==> config.mk <==
export PLATFORM = sky130hd
export DESIGN_NAME = instr_sequencer
export DESIGN_NICKNAME = d
export VERILOG_FILES = /design/src/rtl/seq_pkg.sv /design/src/rtl/seq_watchdog.sv /design/src/rtl/instr_sequencer.sv
export SDC_FILE = /design/constraint.sdc
export NUM_CORES = 1
export LEC_CHECK = 0
export BUFFER_PORTS_ARGS = -buffer_cell sky130_fd_sc_hd__clkbuf_2
export CAP_MARGIN = 30
export CORE_ASPECT_RATIO = 0.5
export CORE_MARGIN = 2
export CORE_UTILIZATION = 49
export CTS_BUF_LIST = sky130_fd_sc_hd__clkbuf_2 sky130_fd_sc_hd__clkbuf_4 sky130_fd_sc_hd__clkbuf_8
export DETAILED_ROUTE_END_ITERATION = 8
export PLACE_DENSITY = 0.79
export SLEW_MARGIN = 15
export SYNTH_ARGS = -nofsm -noshare
export SYNTH_HDL_FRONTEND = slang
export SYNTH_SLANG_ARGS = --single-unit
==> constraint.sdc <==
create_clock -name clk -period 1.9 [get_ports clk]
set_input_delay 0.38 -clock clk [delete_from_list [all_inputs] [get_ports clk]]
set_output_delay 0.38 -clock clk [all_outputs]
set_load 0.005 [all_outputs]
==> src/rtl/seq_pkg.sv <==
// Shared types for the multi-cycle instruction sequencer: state encoding and fault codes.
package seq_pkg;

  typedef enum logic [2:0] {
    IDLE   = 3'd0,
    FETCH  = 3'd1,
    DECODE = 3'd2,
    EXEC   = 3'd3,
    MEM    = 3'd4,
    WB     = 3'd5,
    FAULT  = 3'd7
  } seq_state_t;

  typedef enum logic [1:0] {
    FC_NONE    = 2'd0,
    FC_ILLEGAL = 2'd1,
    FC_TIMEOUT = 2'd2
  } fault_code_t;

endpackage

==> src/rtl/seq_watchdog.sv <==
// 8-bit wait-state watchdog: counts consecutive cycles of an unanswered wait and
// flags expiry on the LIMIT-th such cycle. The count restarts whenever the wait ends.
module seq_watchdog #(
  parameter int unsigned LIMIT = 255
) (
  input  logic clk_i,
  input  logic rst_i,
  input  logic wait_i,
  input  logic done_i,
  output logic expire_o
);

  localparam logic [7:0] LIMIT_M1 = 8'(LIMIT - 1);

  logic [7:0] cnt_q;
  logic [7:0] cnt_d;

  // Cycle counter register.
  always_ff @(posedge clk_i) begin
    if (rst_i) begin
      cnt_q <= 8'd0;
    end else begin
      cnt_q <= cnt_d;
    end
  end

  // Count while the wait is unanswered; cnt_q holds the number of earlier wait cycles.
  always_comb begin
    cnt_d = 8'd0;
    if (wait_i && !done_i) begin
      cnt_d = cnt_q + 8'd1;
    end else begin
      cnt_d = 8'd0;
    end
  end

  assign expire_o = wait_i & ~done_i & (cnt_q == LIMIT_M1);

endmodule

==> src/rtl/instr_sequencer.sv <==
// Multi-cycle RISC-V instruction sequencer (FETCH/DECODE/EXEC/MEM/WB with retire).
// Optional wait-state watchdog is built when SEQ_WATCHDOG_EN is defined.
module instr_sequencer
  import seq_pkg::*;
#(
  parameter int unsigned MEM_TIMEOUT = 255,
  parameter int unsigned CNT_W       = 32
) (
  input  logic             clk,
  input  logic             rst,
  input  logic             run,
  input  logic             mem_read,
  input  logic             mem_write,
  input  logic             reg_write,
  input  logic             is_fp,
  input  logic             mem_ack,
  input  logic             fp_done,
  output logic             mem_req,
  output logic             mem_we,
  output logic             mem_is_fetch,
  output logic             ir_load,
  output logic             fp_start,
  output logic             rf_we,
  output logic             pc_en,
  output seq_state_t       state,
  output logic             fault,
  output logic [1:0]       fault_code,
  output logic [CNT_W-1:0] retired
);

  seq_state_t       state_q, state_d;
  fault_code_t      fault_code_q, fault_code_d;
  logic [CNT_W-1:0] retired_q, retired_d;
  logic             ld_q, ld_d, st_q, st_d, rw_q, rw_d, fp_q, fp_d;
  logic             fp_wait_q, fp_wait_d;
  logic             retire_s, exec_exit_s, expire_s, wait_s, done_s;

  // State, decoded flags, fault code and retire counter.
  always_ff @(posedge clk) begin
    if (rst) begin
      state_q      <= IDLE;
      fault_code_q <= FC_NONE;
      retired_q    <= '0;
      ld_q         <= 1'b0;
      st_q         <= 1'b0;
      rw_q         <= 1'b0;
      fp_q         <= 1'b0;
      fp_wait_q    <= 1'b0;
    end else begin
      state_q      <= state_d;
      fault_code_q <= fault_code_d;
      retired_q    <= retired_d;
      ld_q         <= ld_d;
      st_q         <= st_d;
      rw_q         <= rw_d;
      fp_q         <= fp_d;
      fp_wait_q    <= fp_wait_d;
    end
  end

  // FP wait starts the cycle after fp_start; only then is fp_done honoured.
  assign wait_s = (state_q == FETCH) | (state_q == MEM) | ((state_q == EXEC) & fp_q & fp_wait_q);
  assign done_s = (((state_q == FETCH) | (state_q == MEM)) & mem_ack) |
                  ((state_q == EXEC) & fp_q & fp_wait_q & fp_done);

  // Next-state, flag capture and retire decision.
  always_comb begin
    state_d      = state_q;
    fault_code_d = fault_code_q;
    retired_d    = retired_q;
    ld_d         = ld_q;
    st_d         = st_q;
    rw_d         = rw_q;
    fp_d         = fp_q;
    fp_wait_d    = 1'b0;
    retire_s     = 1'b0;
    exec_exit_s  = 1'b0;
    case (state_q)
      IDLE: begin
        if (run) state_d = FETCH;
        else     state_d = IDLE;
      end
      FETCH: begin
        if (mem_ack)       state_d = DECODE;
        else if (expire_s) begin
          state_d      = FAULT;
          fault_code_d = FC_TIMEOUT;
        end else           state_d = FETCH;
      end
      DECODE: begin
        ld_d = mem_read;
        st_d = mem_write;
        rw_d = reg_write;
        fp_d = is_fp;
        if (mem_read && mem_write) begin
          state_d      = FAULT;
          fault_code_d = FC_ILLEGAL;
        end else begin
          state_d = EXEC;
        end
      end
      EXEC: begin
        if (!fp_q)            exec_exit_s = 1'b1;
        else if (!fp_wait_q)  fp_wait_d   = 1'b1;
        else if (fp_done)     exec_exit_s = 1'b1;
        else if (expire_s) begin
          state_d      = FAULT;
          fault_code_d = FC_TIMEOUT;
        end else              fp_wait_d   = 1'b1;
        if (exec_exit_s) begin
          if (ld_q || st_q) state_d  = MEM;
          else if (rw_q)    state_d  = WB;
          else              retire_s = 1'b1;
        end else begin
          exec_exit_s = 1'b0;
        end
      end
      MEM: begin
        // A store never writes back, even with reg_write set.
        if (mem_ack) begin
          if (st_q)              retire_s = 1'b1;
          else if (ld_q || rw_q) state_d  = WB;
          else                   retire_s = 1'b1;
        end else if (expire_s) begin
          state_d      = FAULT;
          fault_code_d = FC_TIMEOUT;
        end else begin
          state_d = MEM;
        end
      end
      WB:      retire_s = 1'b1;
      FAULT:   state_d  = FAULT;
      default: state_d  = FAULT;
    endcase
    if (retire_s) begin
      state_d   = run ? FETCH : IDLE;
      retired_d = retired_q + {{(CNT_W-1){1'b0}}, 1'b1};
    end else begin
      retired_d = retired_q;
    end
  end

`ifdef SEQ_WATCHDOG_EN
  seq_watchdog #(.LIMIT(MEM_TIMEOUT)) u_watchdog (
    .clk_i    (clk),
    .rst_i    (rst),
    .wait_i   (wait_s),
    .done_i   (done_s),
    .expire_o (expire_s)
  );
`else
  logic unused_wdog_s;
  assign expire_s      = 1'b0;
  assign unused_wdog_s = ^{MEM_TIMEOUT, wait_s, done_s};
`endif

  assign mem_req      = (state_q == FETCH) | (state_q == MEM);
  assign mem_is_fetch = (state_q == FETCH);
  assign mem_we       = (state_q == MEM) & st_q;
  assign ir_load      = (state_q == FETCH) & mem_ack;
  assign fp_start     = (state_q == EXEC) & fp_q & ~fp_wait_q;
  assign rf_we        = (state_q == WB);
  assign pc_en        = retire_s;
  assign state        = state_q;
  assign fault        = (state_q == FAULT);
  assign fault_code   = fault_code_q;
  assign retired      = retired_q;

endmodule
* Yosys cells after proc, flatten, opt, wreduce, memory -nomap -nowiden
Cells that the tools add are included.
Cells by class: add/subtract/negate cells 1, $mul 0, div/mod/pow operators 0, magnitude comparators 0, eq/ne operators 11, shift operators 0, multiplexer cells 24, bitwise logic cells 8, reduce and logical (&&, ||, !) cells 7
Operators by type and width (number):
- $add 32x1->32 const B | 1
- $mux 3 | 8
- $pmux 3 s6 | 1
- $mux 1 | 13
- $eq 3x3->1 const B | 3
- $ne 4x3->1 const B | 2
- $eq 3x2->1 const B | 2
- $reduce_and 5->1 | 1
- $and 1x1->1 | 4
- $ne 4x4->1 const B | 1
- $eq 3x1->1 const B | 1
- $logic_not 3->1 | 1
- $ne 3x2->1 const B | 1
- $not 1->1 | 3
- $pmux 1 s3 | 1
- $reduce_or 3->1 | 1
- $logic_or 1x1->1 | 2
- $mux 2 | 1
- $ne 2x1->1 const B | 1
- $reduce_and 2->1 | 1
- $logic_and 1x1->1 | 1
- $or 1x1->1 | 1
Storage, ports and cells: register bits after elaboration 41, bits in latches 0, bits in writable memories 0, memory bits (read-only) 0, input port bits 9, output and inout port bits 45, word-level logic and storage cells 59, memories 0

* Longest topological paths before layout
depth in word-level cells 8, depth in mapped cells 7, mapped depth without buffers 5

* Worst setup path before layout
No wires, ideal clock.
path type reg-to-reg, from reg retired_q[27], in the netlist retired[27], to reg retired_q[31], in the netlist retired[31], library setup time 0.071 ns, arrival time 1.816 ns, data required time 1.829 ns, slack 0.013 ns, cell stages (with the launch flop) 6, path buffers 0, clock period less this slack 1.887 ns, cell sequence dfxtp_1 -> nand3_1 -> or3_1 -> or3b_2 -> or4_1 -> a21oi_1
Between the ends: word-level cells in the longest chain between the ends 1
RTL lines:
- start, declared | RTL line instr_sequencer.sv:33 | logic [CNT_W-1:0] retired_q, retired_d;
- start signal, assigned | RTL line instr_sequencer.sv:52 | retired_q <= retired_d;
- $add 32x1->32 | RTL line instr_sequencer.sv:137 | retired_d = retired_q + {{(CNT_W-1){1'b0}}, 1'b1};
No other way between the ends. A chain may end at the register's enable or synchronous reset.

* Final worst setup path
from reg rw_q, to reg retired_q[29], in the netlist retired[29]
Between the ends: word-level cells in the longest chain between the ends 5, elaborated cells between the ends (all ways) 8, classes of those cells mux (7); reduce/logical (1)
RTL lines:
- start, declared | RTL line instr_sequencer.sv:34 | logic ld_q, ld_d, st_q, st_d, rw_q, rw_d, fp_q, fp_d;
- start signal, assigned | RTL line instr_sequencer.sv:55 | rw_q <= rw_d;
- $logic_or 1x1->1 | RTL line instr_sequencer.sv:122 | else if (ld_q || rw_q) state_d = WB;
- $mux 1 | RTL line instr_sequencer.sv:122
- $mux 1 | RTL line instr_sequencer.sv:121 | if (st_q) retire_s = 1'b1;
- $mux 1 | RTL line instr_sequencer.sv:120 | if (mem_ack) begin
- $pmux 1 s3 (*) | RTL line instr_sequencer.sv:78 | case (state_q)
Mark *: on every way between the ends. The rest lies on a longest branch, timed or not.

==> run_results.csv <==
group,metric,value,unit
worst_setup_path,startpoint_type,"flip-flop",
power,powerDensity,602.7,nW/um2
floorplan,core_area,3944,um2
worst_setup_path,r2r_slack,-0.21,ns
min_path,hold_start,"fp_done",
finish,nNetsFinal,351,
drt,avgViaCountPerCell,6.255,
worst_setup_path,r2r_end,"retired[29]",
status,status,"complete, but fails checks",
synthesis,synth_nets,246,
global_route,grt_max_degree,27,
synthesis,syn_inst,236,
clock_network,htreeDepth,2,
drt,drtIter0Drc,202,
drt,drcViolationCount,0,
sta,setup-tns-final,-2.594,ns
min_path,holdPathStages,2,
finish,layout_commonest_cell,"buf_4",
worst_setup_path,setup.worst_path.end_class,"flip-flop",
clock_network,clk_latency,0.29,ns
worst_setup_path,r2r_cells,7,
run,maxCapViolCount,0,
sta,period_minus_slack,2.114,ns
floorplan,start_util,51.74,%
drt,antenna_left,0,
clock_network,root_buffer,"clkbuf_8",
global_route,grt_pass1_vias,2208,
drt,drt-total-wl,7434,um
synthesis,avgSynthCellArea,8.647,um2
worst_setup_path,worst-path-max-fanout,8,
placement,portBuffers,52,
synthesis,ys_ff_latch,41,
drt,post_drt_wl_per_cell,18.77,um
synthesis,synth_cell_types,41,
finish,stdcell_area,3020,um2
status,violations,"negative setup slack",
worst_setup_path,required,2.13,ns
sta,rsz0062_at_grt,"true",
sta,worst_slack,-0.2141,ns
synthesis,synth_top_flop_cell,"dfxtp_1",
global_route,overflow,0,
worst_setup_path,crit_type,"flip-flop to flip-flop",
placement,routabilityCongestion,0.8521,
global_route,grt_pass1_wl,10420,um
power,p_leak,1.244,nW
sta,maxSlewViolCount,0,
sta,timing.fmax,473.0,MHz
floorplan,boundaryPins,54,
sta,setup_viol,27,
worst_setup_path,max_stage_delay,0.50,ns
synthesis,netlist_area,2041,um2
placement,placed_area,2655,um2
synthesis,synth_edf_count,0,
min_path,min_to,"fp_wait_q",
floorplan,rows,16,
worst_setup_path,crit_arrival,2.34,ns
finish,area_delta_synth_final,48.01,%
worst_setup_path,slowest_stage,"or4b_1",
sta,finalCritPeriodShare,111.3,%
drt,num_vias,2477,
synthesis,synthArstFlopShare,0,%
clock_network,tritoncts.num_buffers,5,
finish,drive_above_1_share,43.57,%
finish,antenna_cells,0,
clock_network,clkTransAtPathRegs,0.09,ns
sta,fin_worst_skew,0.006547,ns
finish,fillCellCount,233,
global_route,antenna_found_initial,0,
worst_setup_path,path_cells,"or3_4 > nor4b_4 > buf_4 > buf_6 > o21ai_4 > or4b_1 > a21oi_1",
clock_network,cts-hold-fix-buffers,0,
min_path,hold_path_class,"primary input to flip-flop",
synthesis,ys_warn_count,0,
synthesis,synth_seq_area_share,40.22,%
floorplan,die_area,4728,um2
sta,hold_viol,0,
floorplan,die_y,49.64,um
sta,hold_ws,0.2980,ns
worst_setup_path,critPathLaunch,"rw_q",
clock_network,clockBufferDepth,2,
placement,dp_hpwl,3804,um
global_route,grt_usage,27.75,%
drt,first_pass_iters,4,
power,irDropWorstVdd,0.4646,mV
finish,final_cell_mix,"53 x buf_4, 52 x clkbuf_2, 38 x dfxtp_1",
clock_network,cts.sinks,41,
worst_setup_path,rr_startpoint,"rw_q",
floorplan,die-width,95.27,um
clock_network,cts_tree,"yes",
==> state kept, by name (all words and copies together), names as in the netlist <==
register and cells:
fault_code 1, fp_q 1, fp_wait_q 1, ld_q 1, retired 32, rw_q 1
st_q 1, state 3
==> logic make-up (layout without fill, tap and decap cells) <==
family	Yosys count	count (layout)	share of synthesized area [%]
simple gates	89	89	25.75
compound gates	64	65	20.72
buf+inv	23	128	4.906
mux	5	5	2.453
flops	41	41	40.22
xor+xnor	12	12	5.150
fa+ha+maj	1	1	0.6130
other cells	1	1	0.1838
==> how the worst max path moves through the flow <==
stage / cells past startpoint / slack, ns / end
floorplan: 5 / 0.01 / retired[31]
global placement: 5 / -0.06 / retired[29]
detailed placement: 6 / -0.14 / retired[17]
CTS: 7 / -0.16 / retired[15]
global route: 7 / -0.28 / retired[29]
finish: 7 / -0.21 / retired[29]
==> stage by stage <==
step	utilization [%]	total power, mW	instances	setup WS (ns)
after floorplan	-	0.9739	236	0.01298
after global placement	67.32	1.028	374	-0.05909
after detailed placement	67.32	1.032	374	-0.1433
after CTS	73.83	1.784	393	-0.1634
after global routing	76.59	1.860	396	-0.2758
final	76.59	1.820	396	-0.2141
==> critical path, delay by kind of cell (launching register included) <==
family	cells	cell delay (ns)
AOI/OAI and AO/OA	2	0.25
buffers and inverters	2	0.32
DFF	1	0.32
and+or+nand+nor	3	1.16
==> timing repair <==
item	4_1_cts	5_1_grt
endpoints found under the setup margin	20	29
gates cloned	1	0
buffers inserted	10	3
gates resized for setup	13	23
pin swaps	19	11
hold endpoints to repair	0	0
==> synth_stat cells, types with 2 or more instances <==
master,number,share of area [%]
a21oi_1,23,5.6
a31oi_1,2,0.61
and2_1,3,0.92
and3_1,6,1.8
and4_1,4,1.7
buf_2,8,2.0
clkbuf_1,7,1.3
dfxtp_1,41,40
inv_1,7,1.3
mux2i_1,5,2.5
nand2_1,11,2.0
nand2b_1,2,0.61
nand3_1,5,1.2
nand4_1,4,1.2
nor2_1,23,4.2
nor3_1,3,0.74
o2111ai_1,5,2.1
o211ai_1,7,2.6
o21ai_0,6,1.5
o21ai_2,2,0.86
o31ai_1,12,4.4
o41ai_1,3,1.3
or3_1,7,2.1
or4_1,11,4.0
or4b_1,3,1.5
xnor2_1,2,0.86
xor2_1,10,4.3
==> cell type report <==
cell class | count | area, um2 | share of cell area (%)
Tap cell | 54 | 67.56 | 2.237
Sequential cell | 41 | 824.5 | 27.30
Clock inverter | 1 | 30.03 | 0.9942
Timing Repair Buffer | 113 | 752.0 | 24.90
Inverter | 7 | 26.28 | 0.8699
Clock buffer | 7 | 90.09 | 2.983
Multi-Input combinational cell | 173 | 1230 | 40.72
==> where the power goes <==
part | leakage (nW) | internal (mW) | switching [mW]
sequential | 0.332 | 0.869 | 0.0123
clock | 0.0619 | 0.443 | 0.322
combinational | 0.850 | 0.0784 | 0.0951
==> layer usage <==
metal	up-vias	GRT usage (%)	part of all wire, %
li1	1093	-	-
met1	1159	34.50	40
met2	178	47.77	46
met3	47	5.505	8.6
met4	0	10.14	5.6
met5	-	0	0
(Power assumes the default switching activity.)
